===== src/rtl/seg_pkg.sv =====
// Shared definitions for the 7-segment capture path: glyph encodings
// (active-low, bit6=a .. bit0=g) and the capture FSM state type.
package seg_pkg;

    localparam int SEG_W = 7;

    localparam logic [SEG_W-1:0] SEG_GLYPH_0 = 7'b0000001;
    localparam logic [SEG_W-1:0] SEG_GLYPH_1 = 7'b1001111;
    localparam logic [SEG_W-1:0] SEG_GLYPH_2 = 7'b0010010;
    localparam logic [SEG_W-1:0] SEG_GLYPH_3 = 7'b0000110;
    localparam logic [SEG_W-1:0] SEG_GLYPH_4 = 7'b1001100;
    localparam logic [SEG_W-1:0] SEG_GLYPH_5 = 7'b0100100;
    localparam logic [SEG_W-1:0] SEG_GLYPH_6 = 7'b0100000;
    localparam logic [SEG_W-1:0] SEG_GLYPH_7 = 7'b0001111;
    localparam logic [SEG_W-1:0] SEG_GLYPH_8 = 7'b0000000;
    localparam logic [SEG_W-1:0] SEG_GLYPH_9 = 7'b0000100;
    localparam logic [SEG_W-1:0] SEG_BLANK   = 7'b1111111;

    typedef enum logic [1:0] {
        IDLE  = 2'd0,
        TRACK = 2'd1,
        HELD  = 2'd2
    } seg_state_e;

endpackage


===== src/rtl/seg_to_bcd.sv =====
// Combinational inverse of the BCD-to-7-segment decoder: maps an active-low
// abcdefg pattern to BCD and flags whether it is one of the ten legal glyphs.
module seg_to_bcd
    import seg_pkg::*;
(
    input  logic [SEG_W-1:0] seg,
    output logic [3:0]       bcd,
    output logic             legal
);

    always_comb begin
        bcd   = 4'd0;
        legal = 1'b1;
        case (seg)
            SEG_GLYPH_0: bcd = 4'd0;
            SEG_GLYPH_1: bcd = 4'd1;
            SEG_GLYPH_2: bcd = 4'd2;
            SEG_GLYPH_3: bcd = 4'd3;
            SEG_GLYPH_4: bcd = 4'd4;
            SEG_GLYPH_5: bcd = 4'd5;
            SEG_GLYPH_6: bcd = 4'd6;
            SEG_GLYPH_7: bcd = 4'd7;
            SEG_GLYPH_8: bcd = 4'd8;
            SEG_GLYPH_9: bcd = 4'd9;
            default:     legal = 1'b0;
        endcase
    end

endmodule


===== src/rtl/seg_scan_capture.sv =====
// Samples a multiplexed active-low 7-segment bus, debounces each scanned digit
// and rebuilds the displayed BCD digits with frame-complete and error flags.
module seg_scan_capture
    import seg_pkg::*;
#(
    parameter int NUM_DIGITS    = 6,
    parameter int STABLE_CYCLES = 4,
    parameter int STABLE_W      = 8
) (
    input  logic                    clk,
    input  logic                    rst,
    input  logic [SEG_W-1:0]        seg_n,
    input  logic [NUM_DIGITS-1:0]   an_n,
    input  logic                    clr_err,
    output logic [4*NUM_DIGITS-1:0] digits,
    output logic [NUM_DIGITS-1:0]   digit_valid,
    output logic                    frame_done,
    output logic                    err_pattern,
    output logic                    err_anode
);

    localparam int IDX_W = (NUM_DIGITS > 1) ? $clog2(NUM_DIGITS) : 1;
    localparam int LOW_W = $clog2(NUM_DIGITS + 1);
    localparam logic [STABLE_W-1:0] CNT_TOP = STABLE_W'(STABLE_CYCLES);

    // Sample stage
    logic [SEG_W-1:0]      smp_seg;
    logic [NUM_DIGITS-1:0] smp_an;
    logic                  smp_vld;

    // Anode qualification
    logic [LOW_W-1:0]      low_cnt;
    logic [IDX_W-1:0]      act_idx;
    logic                  act;
    logic                  illegal;

    // FSM / stability tracking
    seg_state_e            state, state_nxt;
    logic [STABLE_W-1:0]   cnt, cnt_nxt;
    logic [IDX_W-1:0]      ref_idx;
    logic [SEG_W-1:0]      ref_seg;
    logic                  match;
    logic                  load;
    logic                  commit;

    logic [3:0]            dec_bcd;
    logic                  dec_legal;
    logic [NUM_DIGITS-1:0] seen, seen_set;

    // smp_vld keeps the all-zero reset value of the sample registers from
    // being read as an all-anodes-low bus in the first cycle after reset.
    always_ff @(posedge clk) begin
        if (rst) begin
            smp_seg <= '0;
            smp_an  <= '0;
            smp_vld <= 1'b0;
        end else begin
            smp_seg <= seg_n;
            smp_an  <= an_n;
            smp_vld <= 1'b1;
        end
    end

    always_comb begin
        low_cnt = '0;
        act_idx = '0;
        for (int i = 0; i < NUM_DIGITS; i++) begin
            if (!smp_an[i]) begin
                low_cnt = low_cnt + LOW_W'(1);
                act_idx = IDX_W'(i);
            end
        end
        act     = smp_vld && (low_cnt == LOW_W'(1));
        illegal = smp_vld && (low_cnt > LOW_W'(1));
        match   = (ref_idx == act_idx) && (ref_seg == smp_seg);
    end

    seg_to_bcd u_dec (
        .seg   (smp_seg),
        .bcd   (dec_bcd),
        .legal (dec_legal)
    );

    // Next-state decode; a commit is the step that brings cnt to the target.
    always_comb begin
        state_nxt = state;
        cnt_nxt   = cnt;
        load      = 1'b0;
        case (state)
            IDLE: begin
                if (act) begin
                    load      = 1'b1;
                    cnt_nxt   = STABLE_W'(1);
                    state_nxt = TRACK;
                end
            end
            TRACK: begin
                if (!act) begin
                    cnt_nxt   = '0;
                    state_nxt = IDLE;
                end else if (match) begin
                    cnt_nxt = (cnt >= CNT_TOP) ? CNT_TOP : cnt + STABLE_W'(1);
                end else begin
                    load    = 1'b1;
                    cnt_nxt = STABLE_W'(1);
                end
            end
            HELD: begin
                if (!act) begin
                    cnt_nxt   = '0;
                    state_nxt = IDLE;
                end else if (!match) begin
                    load      = 1'b1;
                    cnt_nxt   = STABLE_W'(1);
                    state_nxt = TRACK;
                end
            end
            default: begin
                cnt_nxt   = '0;
                state_nxt = IDLE;
            end
        endcase
        commit = act && (state_nxt == TRACK) && (cnt_nxt >= CNT_TOP);
        if (commit) begin
            state_nxt = HELD;
        end
    end

    always_ff @(posedge clk) begin
        if (rst) begin
            state   <= IDLE;
            cnt     <= '0;
            ref_idx <= '0;
            ref_seg <= '0;
        end else begin
            state <= state_nxt;
            cnt   <= cnt_nxt;
            if (load) begin
                ref_idx <= act_idx;
                ref_seg <= smp_seg;
            end
        end
    end

    always_comb begin
        seen_set = seen;
        for (int i = 0; i < NUM_DIGITS; i++) begin
            if (IDX_W'(i) == act_idx) begin
                seen_set[i] = 1'b1;
            end
        end
    end

    always_ff @(posedge clk) begin
        if (rst) begin
            digits      <= '0;
            digit_valid <= '0;
            seen        <= '0;
            frame_done  <= 1'b0;
            err_pattern <= 1'b0;
            err_anode   <= 1'b0;
        end else begin
            frame_done <= 1'b0;
            if (commit) begin
                for (int i = 0; i < NUM_DIGITS; i++) begin
                    if (IDX_W'(i) == act_idx) begin
                        if (dec_legal) begin
                            digits[4*i +: 4] <= dec_bcd;
                        end
                        digit_valid[i] <= dec_legal;
                    end
                end
                if (&seen_set) begin
                    seen       <= '0;
                    frame_done <= 1'b1;
                end else begin
                    seen <= seen_set;
                end
            end
            // A new error event in the same cycle as clr_err keeps the flag set.
            err_pattern <= (err_pattern & ~clr_err) | (commit & ~dec_legal);
            err_anode   <= (err_anode & ~clr_err) | illegal;
        end
    end

endmodule


===== config.mk =====
export PLATFORM = sky130hd
export DESIGN_NAME = seg_scan_capture
export DESIGN_NICKNAME = d
export VERILOG_FILES = /design/src/rtl/seg_pkg.sv /design/src/rtl/seg_to_bcd.sv /design/src/rtl/seg_scan_capture.sv
export SDC_FILE = /design/constraint.sdc
export NUM_CORES = 1
export LEC_CHECK = 0
export ABC_AREA = 1
export BUFFER_PORTS_ARGS = -buffer_cell sky130_fd_sc_hd__buf_4
export CAP_MARGIN = 30
export CORE_ASPECT_RATIO = 0.7
export CORE_MARGIN = 8
export CORE_UTILIZATION = 60
export CTS_BUF_LIST = sky130_fd_sc_hd__clkbuf_4 sky130_fd_sc_hd__clkbuf_8
export DETAILED_ROUTE_END_ITERATION = 12
export PLACE_DENSITY = 0.82
export SLEW_MARGIN = 0
export SYNTH_ARGS = -nofsm -noshare
export SYNTH_HDL_FRONTEND = slang
export SYNTH_SLANG_ARGS = --single-unit

===== constraint.sdc =====
create_clock -name clk -period 4.4 [get_ports clk]
set_input_delay 1.32 -clock clk [delete_from_list [all_inputs] [get_ports clk]]
set_output_delay 1.32 -clock clk [all_outputs]
set_load 0.01 [all_outputs]

-- Word-level counts from Yosys, hierarchy flattened
Cells that the tools add are included.
- register bits after elaboration: 73
- input port bits: 16
- output and inout bits: 33
- logic and storage cells: 125
- add/sub/neg operators: 6
- $lt $le $gt $ge: 3
- equality and inequality tests: 20
- muxes and demuxes: 39
- bitwise gates (word level): 8
- reduce and logical (&&, ||, !) cells: 25
- operators with widths (operator ; number):
    $mux 8 ; 6
    $pmux 4 s9 ; 1
    $mux 3 ; 9
    $pmux 8 s3 ; 1
    $reduce_and 3->1 ; 6
    $ge 8x3->1 const B ; 2
    $add 3x1->3 const B ; 5
    $eq 7x3->1 const B ; 2
    $eq 7x6->1 const B ; 2
    $eq 7x7->1 const B ; 2
    $mux 1 ; 14
    $reduce_and 2->1 ; 6
    $mux 2 ; 5
    $reduce_or 10->1 ; 1
    $add 8x1->8 const B ; 1
    $eq 7x1->1 const B ; 1
    $eq 7x4->1 const B ; 1
    $eq 7x5->1 const B ; 1
    $eq 7x7->1 ; 1
    $logic_not 7->1 ; 1
    $eq 2x3->1 const A ; 2
    $eq 3x3->1 const A ; 2
    $mux 6 ; 1
    $pmux 2 s3 ; 1
    other kinds (15) ; 27

-- Depth between registers and ports, before layout
Gate-level depths: netlist of the first run.
- word-level depth: 20
- depth in mapped cells: 31
- gate-level depth less buffers: 31

-- Modules after synthesis
Synthesis of the first run repeated with hierarchy kept, for this count alone.
- cell total of the unflattened synthesis: 593
- area total of the unflattened synthesis: 4002.6 sq um
- by module, submodules not included (module ; instances ; cells each ; area an instance (sq um) ; sequential area each (sq um)):
    seg_scan_capture ; 1 ; 547 ; 3786.1 ; 1461.4
    seg_to_bcd ; 1 ; 46 ; 216.5 ; 0.0

-- Least setup slack after synthesis of the first run
Ideal clock, no wire load.
- kind: register -> register
- start: register smp_an[1]
- end: register digits[8]
- library setup time: 0.115 ns
- arrival: 3.708 ns
- required time: 4.285 ns
- setup slack: 0.578 ns
- cell stages (with the launch flop): 29
- buffers on the path: 2
- clock period less this slack: 3.822 ns
- cells stage by stage: dfxtp_1 > inv_1 > ha_1 > xnor2_1 > ha_1 > or2_2 > nand3_1 > nand3_1 > and2_1 > ha_1 > inv_1 > nor2_1 > or2_1 > nand2_1 > nand2_1 > nand2_1 > inv_1 > nand2_2 > nand2_2 > nor2_4 > buf_6 > nand3_2 > nand2_2 > a21oi_2 > nor2_4 > buf_8 > nand4_4 > o21bai_1 > nor2_1
- word-level cells in the longest chain between the ends: 17
- elaborated cells on any way between the ends: 35
- classes of those cells: add/sub (4); order compare (1); eq/ne (4); mux (21); reduce/logical (5)
- ends and longest elaborated chain (what ; line ; source):
    start: declaration ; seg_scan_capture.sv:28 ; logic [NUM_DIGITS-1:0] smp_an;
    start signal: assignment ; seg_scan_capture.sv:59 ; smp_an <= an_n;
    branches (longest 16 deep; another with $add 3x1->3) ; -- ;
    $reduce_and 3->1 (no line) * ; -- ;
    end signal: assignment ; seg_scan_capture.sv:156 ; digits <= '0;
    end signal: indexed assignment ; seg_scan_capture.sv:168 ; digits[4*i +: 4] <= dec_bcd;
    end: declaration ; seg_scan_capture.sv:15 ; output logic [4*NUM_DIGITS-1:0] digits,
Every way passes the cells marked *.
A chain may end at the register's enable or synchronous reset.

-- Worst setup path in the final report of the first run
- start: register smp_an[0]
- end: register digits[16]
- word-level cells in the longest chain between the ends: 19
- elaborated cells on any way between the ends: 26
- classes of those cells: add/sub (5); order compare (1); eq/ne (2); mux (14); reduce/logical (4)
- ends and longest elaborated chain (what ; line ; source):
    $mux 1 * ; seg_scan_capture.sv:68 ; if (!smp_an[i]) begin
    $add 3x1->3 ; seg_scan_capture.sv:69 ; low_cnt = low_cnt + LOW_W'(1);
    $mux 3 * ; seg_scan_capture.sv:68 ;
    $add 3x1->3 ; seg_scan_capture.sv:69 ;
    $mux 3 * ; seg_scan_capture.sv:68 ;
    $add 3x1->3 ; seg_scan_capture.sv:69 ;
    $mux 3 * ; seg_scan_capture.sv:68 ;
    $add 3x1->3 ; seg_scan_capture.sv:69 ;
    $mux 3 * ; seg_scan_capture.sv:68 ;
    $add 3x1->3 ; seg_scan_capture.sv:69 ;
    $mux 3 * ; seg_scan_capture.sv:68 ;
    $eq 3x1->1 * ; seg_scan_capture.sv:73 ; act = smp_vld && (low_cnt == LOW_W'(1));
    $logic_and 1x1->1 * ; seg_scan_capture.sv:73 ;
    branches (longest 4 deep; another with $ge 8x3->1) ; -- ;
    $logic_and 1x1->1 * ; seg_scan_capture.sv:123 ; commit = act && (state_nxt == TRACK) && (cnt_nxt >= CNT_TOP);
    $reduce_and 3->1 (no line) * ; -- ;
Marked as above.

==> parameters.txt, run 1 <==
Parameter                              Value

Clocking
  Number of buffers inserted by hold repair at cts    0
  CTS HTree Levels    3
  CTS Buf Count    9
  CTS clk-pin slew, worst paths    approximately 0.070 ns
  Number of clock sinks    73
  CTS Root Cell    sky130_fd_sc_hd__clkbuf_8
  Number of buffers on the longest clock path    2
  Clock tree from TritonCTS    built
  Clock network latency to the later pin of the worst-skew pair    0.35 ns

Layout
  Layout net count    638
  Post-layout util    73.3%
  Commonest non-fill, non-tap cell in the layout    sky130_fd_sc_hd__nand2_1
  Area added between synthesis and finish    17.3%
  Share of post-route cells with drive strength above 1    19.7%
  Filler Cell Count    498
  Combined flip-flop and latch cell area    1460 sq um
  Antenna diode count    0
  Multi-input gate area in the final layout    between 2000 and 2500 sq um
  Leading cell types in the layout, fill and taps excluded    sky130_fd_sc_hd__nand2_1, sky130_fd_sc_hd__inv_1, sky130_fd_sc_hd__nor2_1

Synthesis
  Netlist area before placement    3920 sq um
  Net Count, Synth    585
  Fraction of the yosys area taken by sequential cells    37.3%
  Number of warning messages in the yosys log    0
  Cell variety after synth    45
  Number of flops mapped to enable cells by yosys    0
  Synthesized instance count    557
  #FFs+latches synth    73
  Ys flop type    sky130_fd_sc_hd__dfxtp_1
  Share of synthesized flip-flops with an asynchronous set or reset    0%
  Synthesized area per cell    around 7.0 sq um

Die
  Horiz. Die Dim    roughly 110 microns
  Die Footprint    between 9000 and 10,000 sq um
  Initial Utilization    62.5%
  Ports placed on the boundary    49
  Core Box Area    6280 sq um
  Floorplan die height    about 84 microns
  Standard-cell rows    24

Worst setup path
  Critical path fanouts, max    8
  Highest cell delay on the worst timing path    0.34 ns
  Most used cell, CP    sky130_fd_sc_hd__nand2_1
  Reg2Reg Launch Point    smp_an[0]
  Required time of the worst setup path    4.67 ns
  Critical path start-end classification    register to register
  Cell at the slowest stage of the critical path    sky130_fd_sc_hd__dfxtp_2
  Critical Path End Type    register
  Type of origin of the critical path    register
  Critical path startpoint    smp_an[0]
  Arrival time reported for the critical path endpoint    4.42 ns

Drt
  Detailed-route DRC error count    0
  Final routed wire length divided by cell count    between 10 and 15 microns
  Iter 0 DRT Violations    around 280
  First-pass iteration count of the detailed router    5
  Routed wire length    ~10000 microns
  Vias    3,807
  Remaining antenna violation count after routing    0
  Via count normalized by instance count    around 5.5

Placed design
  # port buffers    48
  Placed wire-length estimate    7140 microns
  Final weighted congestion in routability-driven placement    0.904

STA
  Hold Violations, Final    0
  Slew HR    37.6%
  Tmin final    approximately 4.2 ns
  Final count of negative-setup-slack endpoints    0
  Post-route clock skew    ~0.0056 ns
  Achievable frequency    241 MHz
  Summed negative setup slack over all endpoints    0 ns
  Worst slew pin tran    0.928 ns
  Final number of max-transition violations    0
  Period utilization    94.4%

Global route
  Total congestion overflow    0
  Global-route wire length before repair    about 16,000 microns
  Aggregate global-route resource usage    between 20% and 30%
  Initial antenna violation count    0
  Via count of the first global-routing pass    3,362
  Maximum number of pins on one net before global-route repair    between 40 and 50

Run
  Max-cap violation count    0

Min path
  Worst hold path class    register to register
  Beginning of the worst hold path    seen[0]

Power
  Pwr dens    336 nW/um^2
  Leakage power total    approximately 2.2 nW
  Worst IR drop on VDD    0.191 mV

Run status
  Status    finished, final reports clean
## what timing repair did
action	in CTS	in global routing
setup buffers	0	7
endpoints found under the setup margin	18	40
gates cloned	0	0
pin swaps	0	5
gates resized for setup	2	9
## cell type report
cell class	instances	share of cell area, %
Tap cell	78	2.12
Timing Repair Buffer	59	9.63
Inverter	91	7.54
Clock buffer	11	3.29
Sequential cell	73	31.8
Multi-Input combinational cell	376	43.9
Clock inverter	4	1.66
## stage by stage
step	cell area [sq um]	hold slack (ns)	setup WS [ns]	power, mW	instances
after floorplan	3920	0.425	0.578	0.901	557
after global placement	4280	0.435	0.225	0.934	670
after detailed placement	4280	0.442	-0.0365	0.946	670
after CTS	4510	0.452	0.00130	1.54	685
after global routing	4600	0.466	-0.0140	1.62	692
final	4600	0.453	0.246	1.55	692
## synth_stat cells (2+ instances only)
master	count	area (sq um)
sky130_fd_sc_hd__nand2_1	116	435
sky130_fd_sc_hd__inv_1	87	327
sky130_fd_sc_hd__nor2_1	78	293
sky130_fd_sc_hd__dfxtp_1	73	1460
sky130_fd_sc_hd__a21oi_1	34	170
sky130_fd_sc_hd__nand3_1	28	140
sky130_fd_sc_hd__o21ai_0	22	110
sky130_fd_sc_hd__nand4_1	20	125
sky130_fd_sc_hd__ha_1	12	150
sky130_fd_sc_hd__clkbuf_1	8	30.0
sky130_fd_sc_hd__nand2_2	8	50.1
sky130_fd_sc_hd__nor3_1	7	35.0
sky130_fd_sc_hd__a21oi_2	5	43.8
sky130_fd_sc_hd__o22ai_1	5	31.3
sky130_fd_sc_hd__nand2_4	4	45.0
sky130_fd_sc_hd__buf_6	3	33.8
sky130_fd_sc_hd__clkbuf_8	3	41.3
sky130_fd_sc_hd__nand4_2	3	37.5
sky130_fd_sc_hd__nor2_2	3	18.8
sky130_fd_sc_hd__o21bai_1	3	22.5
sky130_fd_sc_hd__xor2_1	3	26.3
sky130_fd_sc_hd__a41oi_1	2	17.5
sky130_fd_sc_hd__and2_1	2	12.5
sky130_fd_sc_hd__inv_2	2	7.51
sky130_fd_sc_hd__nand3_2	2	20.0
sky130_fd_sc_hd__nand4_4	2	42.5
sky130_fd_sc_hd__nor2_4	2	22.5
sky130_fd_sc_hd__o31ai_1	2	15.0
sky130_fd_sc_hd__or2_2	2	12.5
## state kept, by name, summed over array words and instances, names as in the netlist
| signal | count |
|---|---|
| ref_seg | 7 |
| smp_vld | 1 |
| seen | 6 |
| smp_an | 6 |
| err_pattern | 1 |
| ref_idx | 3 |
| err_anode | 1 |
| digit_valid | 6 |
| smp_seg | 7 |
| cnt | 8 |
| digits | 24 |
| state | 2 |
| frame_done | 1 |
## routing by layer
metal,share of wire (%),GRT usage (%)
met1,45,27.3
met2,45,31.5
met4,2.2,7.56
met5,0,0
met3,8.4,6.29
## path summary, 6_finish.rpt
| check | to | slack, ns | depth (start not counted) |
|---|---|---|---|
| worst max-delay path | digits[16] | 0.25 | 28 |
| worst min-delay path | seen[0] | 0.45 | 2 |
| worst max register to register | digits[16] | 0.25 | 28 |
| worst min register to register | seen[0] | 0.45 | 2 |
## logic make-up (layout without fill, tap and decap cells)
kind of cell / Yosys count / count (layout) / synth area share (%)
simple gates: 281 / 281 / 34.0
buf+inv: 108 / 165 / 12.2
compound gates: 79 / 79 / 11.8
flops: 73 / 73 / 37.3
fa+ha+maj: 12 / 12 / 3.83
xor+xnor: 4 / 4 / 0.894
## worst max-delay path, delay by kind of cell (launching register included)
kind	cells	cell delay [ns]
xor+xnor	1	0.20
fa+ha+maj	3	0.73
buf+inv	5	0.49
flops	1	0.34
simple gates	19	2.30
## power by group
part / switching (mW) / internal (mW) / leakage (nW)
clock network: 0.250 / 0.348 / 0.112
registers: 0.0220 / 0.683 / 0.594
logic: 0.155 / 0.0874 / 1.50
total: 0.427 / 1.12 / 2.21
No activity file was read; power rests on OpenSTA's default activity.
==> run 2: changes to the inputs <==
- RECOVER_POWER: default -> 50
==> run 2 against run 1 <==
Power rose by 0.10%; cell count unchanged; count of clock-buffer cells in the layout did not move; final area down 2.7%; clock skew is 0.00082 ns higher; critical path depth unchanged; utilization fell by 2.0 points; flip-flop and latch count is the same; sequential power barely moved; combinational power barely moved; non-clock buffer count unchanged; routed wire length is 0.49% higher; critical path type unchanged; largest power group unchanged.
==> parameters.txt, run 2 (synthesized netlist as in run 1, its figures left out) <==
Parameter                              Value

Worst setup path
  Worst flop-to-flop path endpoint    digits[16]
  Critical path fanouts, max    8 (unchanged)
  Category of cells accounting for the largest share of critical-path delay    simple AND/OR/NAND/NOR gates
  Stages on the worst setup path    28 (unchanged)
  Highest cell delay on the worst timing path    0.34 ns (about the same)
  Type of origin of the critical path    register
  Worst r2r path cells    28 (unchanged)
  Critical path start-end classification    register to register
  Register-to-register setup slack    0.25 ns (about the same)
  Worst Path Buf+Inv    5 (unchanged)
  Critical path startpoint    smp_an[0]
  Reg2Reg Launch Point    smp_an[0]
  Most used cell, CP    sky130_fd_sc_hd__nand2_1
  Worst setup endpoint    digits[16]
  Arrival time reported for the critical path endpoint    4.42 ns (about the same)
  Required time of the worst setup path    4.67 ns (about the same)
  Critical Path End Type    register
  Cell at the slowest stage of the critical path    sky130_fd_sc_hd__dfxtp_2

Layout
  Leading cell types in the layout, fill and taps excluded    sky130_fd_sc_hd__nand2_1, sky130_fd_sc_hd__inv_1, sky130_fd_sc_hd__nor2_1
  Share of post-route cells with drive strength above 1    14.3% (-5.4 points)
  Commonest non-fill, non-tap cell in the layout    sky130_fd_sc_hd__nand2_1
  Layout net count    638 (unchanged)
  Area added between synthesis and finish    14.1%
  Antenna diode count    0 (unchanged)
  Largest Register    digits
  Flip-flop count of the largest register, all copies and words added    24 (unchanged)
  Largest registers ranked by flip-flop count    digits x24, cnt x8

Clocking
  Clock network latency to the later pin of the worst-skew pair    0.35 ns (about the same)
  Number of buffers on the longest clock path    2 (unchanged)
  Number of clock sinks    73 (unchanged)
  CTS clk-pin slew, worst paths    0.08 ns (about the same)
  CTS HTree Levels    3 (unchanged)
  CTS Root Cell    sky130_fd_sc_hd__clkbuf_8
  Clock tree from TritonCTS    built
  Number of buffers inserted by hold repair at cts    0 (unchanged)
  CTS Buf Count    9 (unchanged)

Global route
  Initial antenna violation count    0 (unchanged)
  Total congestion overflow    0 (unchanged)
  Global-route wire length before repair    16,200 microns (unchanged)
  Via count of the first global-routing pass    3,362 (unchanged)
  Maximum number of pins on one net before global-route repair    46 (unchanged)
  Aggregate global-route resource usage    20.9% (unchanged)

Placed design
  Placed wire-length estimate    7140 microns (unchanged)
  # port buffers    48 (unchanged)
  Final weighted congestion in routability-driven placement    0.904 (unchanged)

Die
  Standard-cell rows    24 (unchanged)
  Ports placed on the boundary    49 (unchanged)
  Initial Utilization    62.5% (unchanged)
  Core Box Area    6280 sq um (unchanged)
  Horiz. Die Dim    113 microns (unchanged)
  Die Footprint    9420 sq um (unchanged)
  Floorplan die height    83.6 microns (unchanged)

STA
  Final number of max-transition violations    0 (unchanged)
  Tmin final    4.15 ns (-0.00296 ns)
  Post-route clock skew    0.00645 ns (+0.000824 ns)
  WHS    0.452 ns (-0.000713 ns)
  Slew HR    39.7% (+2.1 points)
  Worst slew pin tran    0.897 ns (-0.0315 ns)
  Final count of negative-setup-slack endpoints    0 (unchanged)
  Hold Violations, Final    0 (unchanged)
  Period utilization    94.4% (about the same)
  Achievable frequency    241 MHz (about the same)

Drt
  Final routed wire length divided by cell count    14.5 microns (+0.49%)
  Iter 0 DRT Violations    283 (unchanged)
  Remaining antenna violation count after routing    0 (unchanged)
  Detailed-route DRC error count    0 (unchanged)
  Routed wire length    10,000 microns (+0.49%)
  Via count normalized by instance count    5.53 (+0.47%)
  Vias    3,825 (+0.47%)
  First-pass iteration count of the detailed router    5 (unchanged)

Power
  Total Power    1.55 mW (+0.10%)
  Leakage power total    2.07 nW (-6.4%)
  Worst IR drop on VDD    0.192 mV (+0.50%)
  Pwr dens    346 nW/um^2 (+2.9%)

Run status
  Status    finished, final reports clean

Run
  Max-cap violation count    0 (unchanged)

Min path
  Worst hold path class    register to register
run 2: worst min-delay path by stage:
| stage | startpoint | end | slack [ns] | cells after the start |
|---|---|---|---|---|
| finish | seen[0] | seen[0] | 0.45 | 2 |
| global route | seen[0] | seen[0] | 0.47 | 2 |
| CTS | seen[0] | seen[0] | 0.45 | 2 |
| detailed placement | seen[0] | seen[0] | 0.44 | 2 |
| global placement | seen[0] | seen[0] | 0.43 | 2 |
| floorplan | seen[0] | seen[0] | 0.42 | 2 |
run 2: cell type report:
| class | count | area [sq um] |
|---|---|---|
| flip-flops and latches | 73 | 1460 |
| clock buffers | 11 | 151 |
| clock inverters | 4 | 76.3 |
| inverters | 91 | 347 |
| multi-input cells | 376 | 2020 |
| repair buffers | 59 | 319 |
| fillers | 545 | 1800 |
| well taps | 78 | 97.6 |
run 2: layer usage:
metal	routed length [microns]	vias to the layer above	part of all wire, %	GRT usage (%)
met5	0	-	0	0
met4	212	0	2.1	7.56
met3	807	25	8.0	6.29
met2	4480	182	45	31.5
met1	4520	1733	45	27.3
li1	-	1885	-	-
run 2: metrics by stage:
step	setup slack [ns]	utilization, %	setup TNS, ns	std cells	instance area (sq um)
after floorplan	0.578	-	0	557	3920
after global placement	0.225	68.1	0	670	4280
after detailed placement	-0.0365	68.1	-0.0375	670	4280
after CTS	0.00130	71.9	0	685	4510
after global routing	-0.0140	71.3	-0.0284	692	4480
final	0.249	71.3	0	692	4480
run 2: timing repair:
| action | 4_1_cts | 5_1_grt |
|---|---|---|
| endpoints found under the setup margin | 18 | 40 |
| setup buffers | 0 | 7 |
| resized for setup | 2 | 9 |
| pin swaps | 0 | 5 |
run 2: tightest hold or removal path: cells and delay by family (launching register included):
kind | cells | cell delay (ns)
DFF | 1 | 0.31
buffers and inverters | 1 | 0.05
AOI/OAI and AO/OA | 1 | 0.05
run 2: where the power goes:
group	leakage, nW	internal, mW	total [mW]	switching (mW)
logic	1.36	0.0863	0.241	0.155
clock network	0.112	0.348	0.601	0.252
registers	0.594	0.683	0.705	0.0221
total	2.07	1.12	1.55	0.429
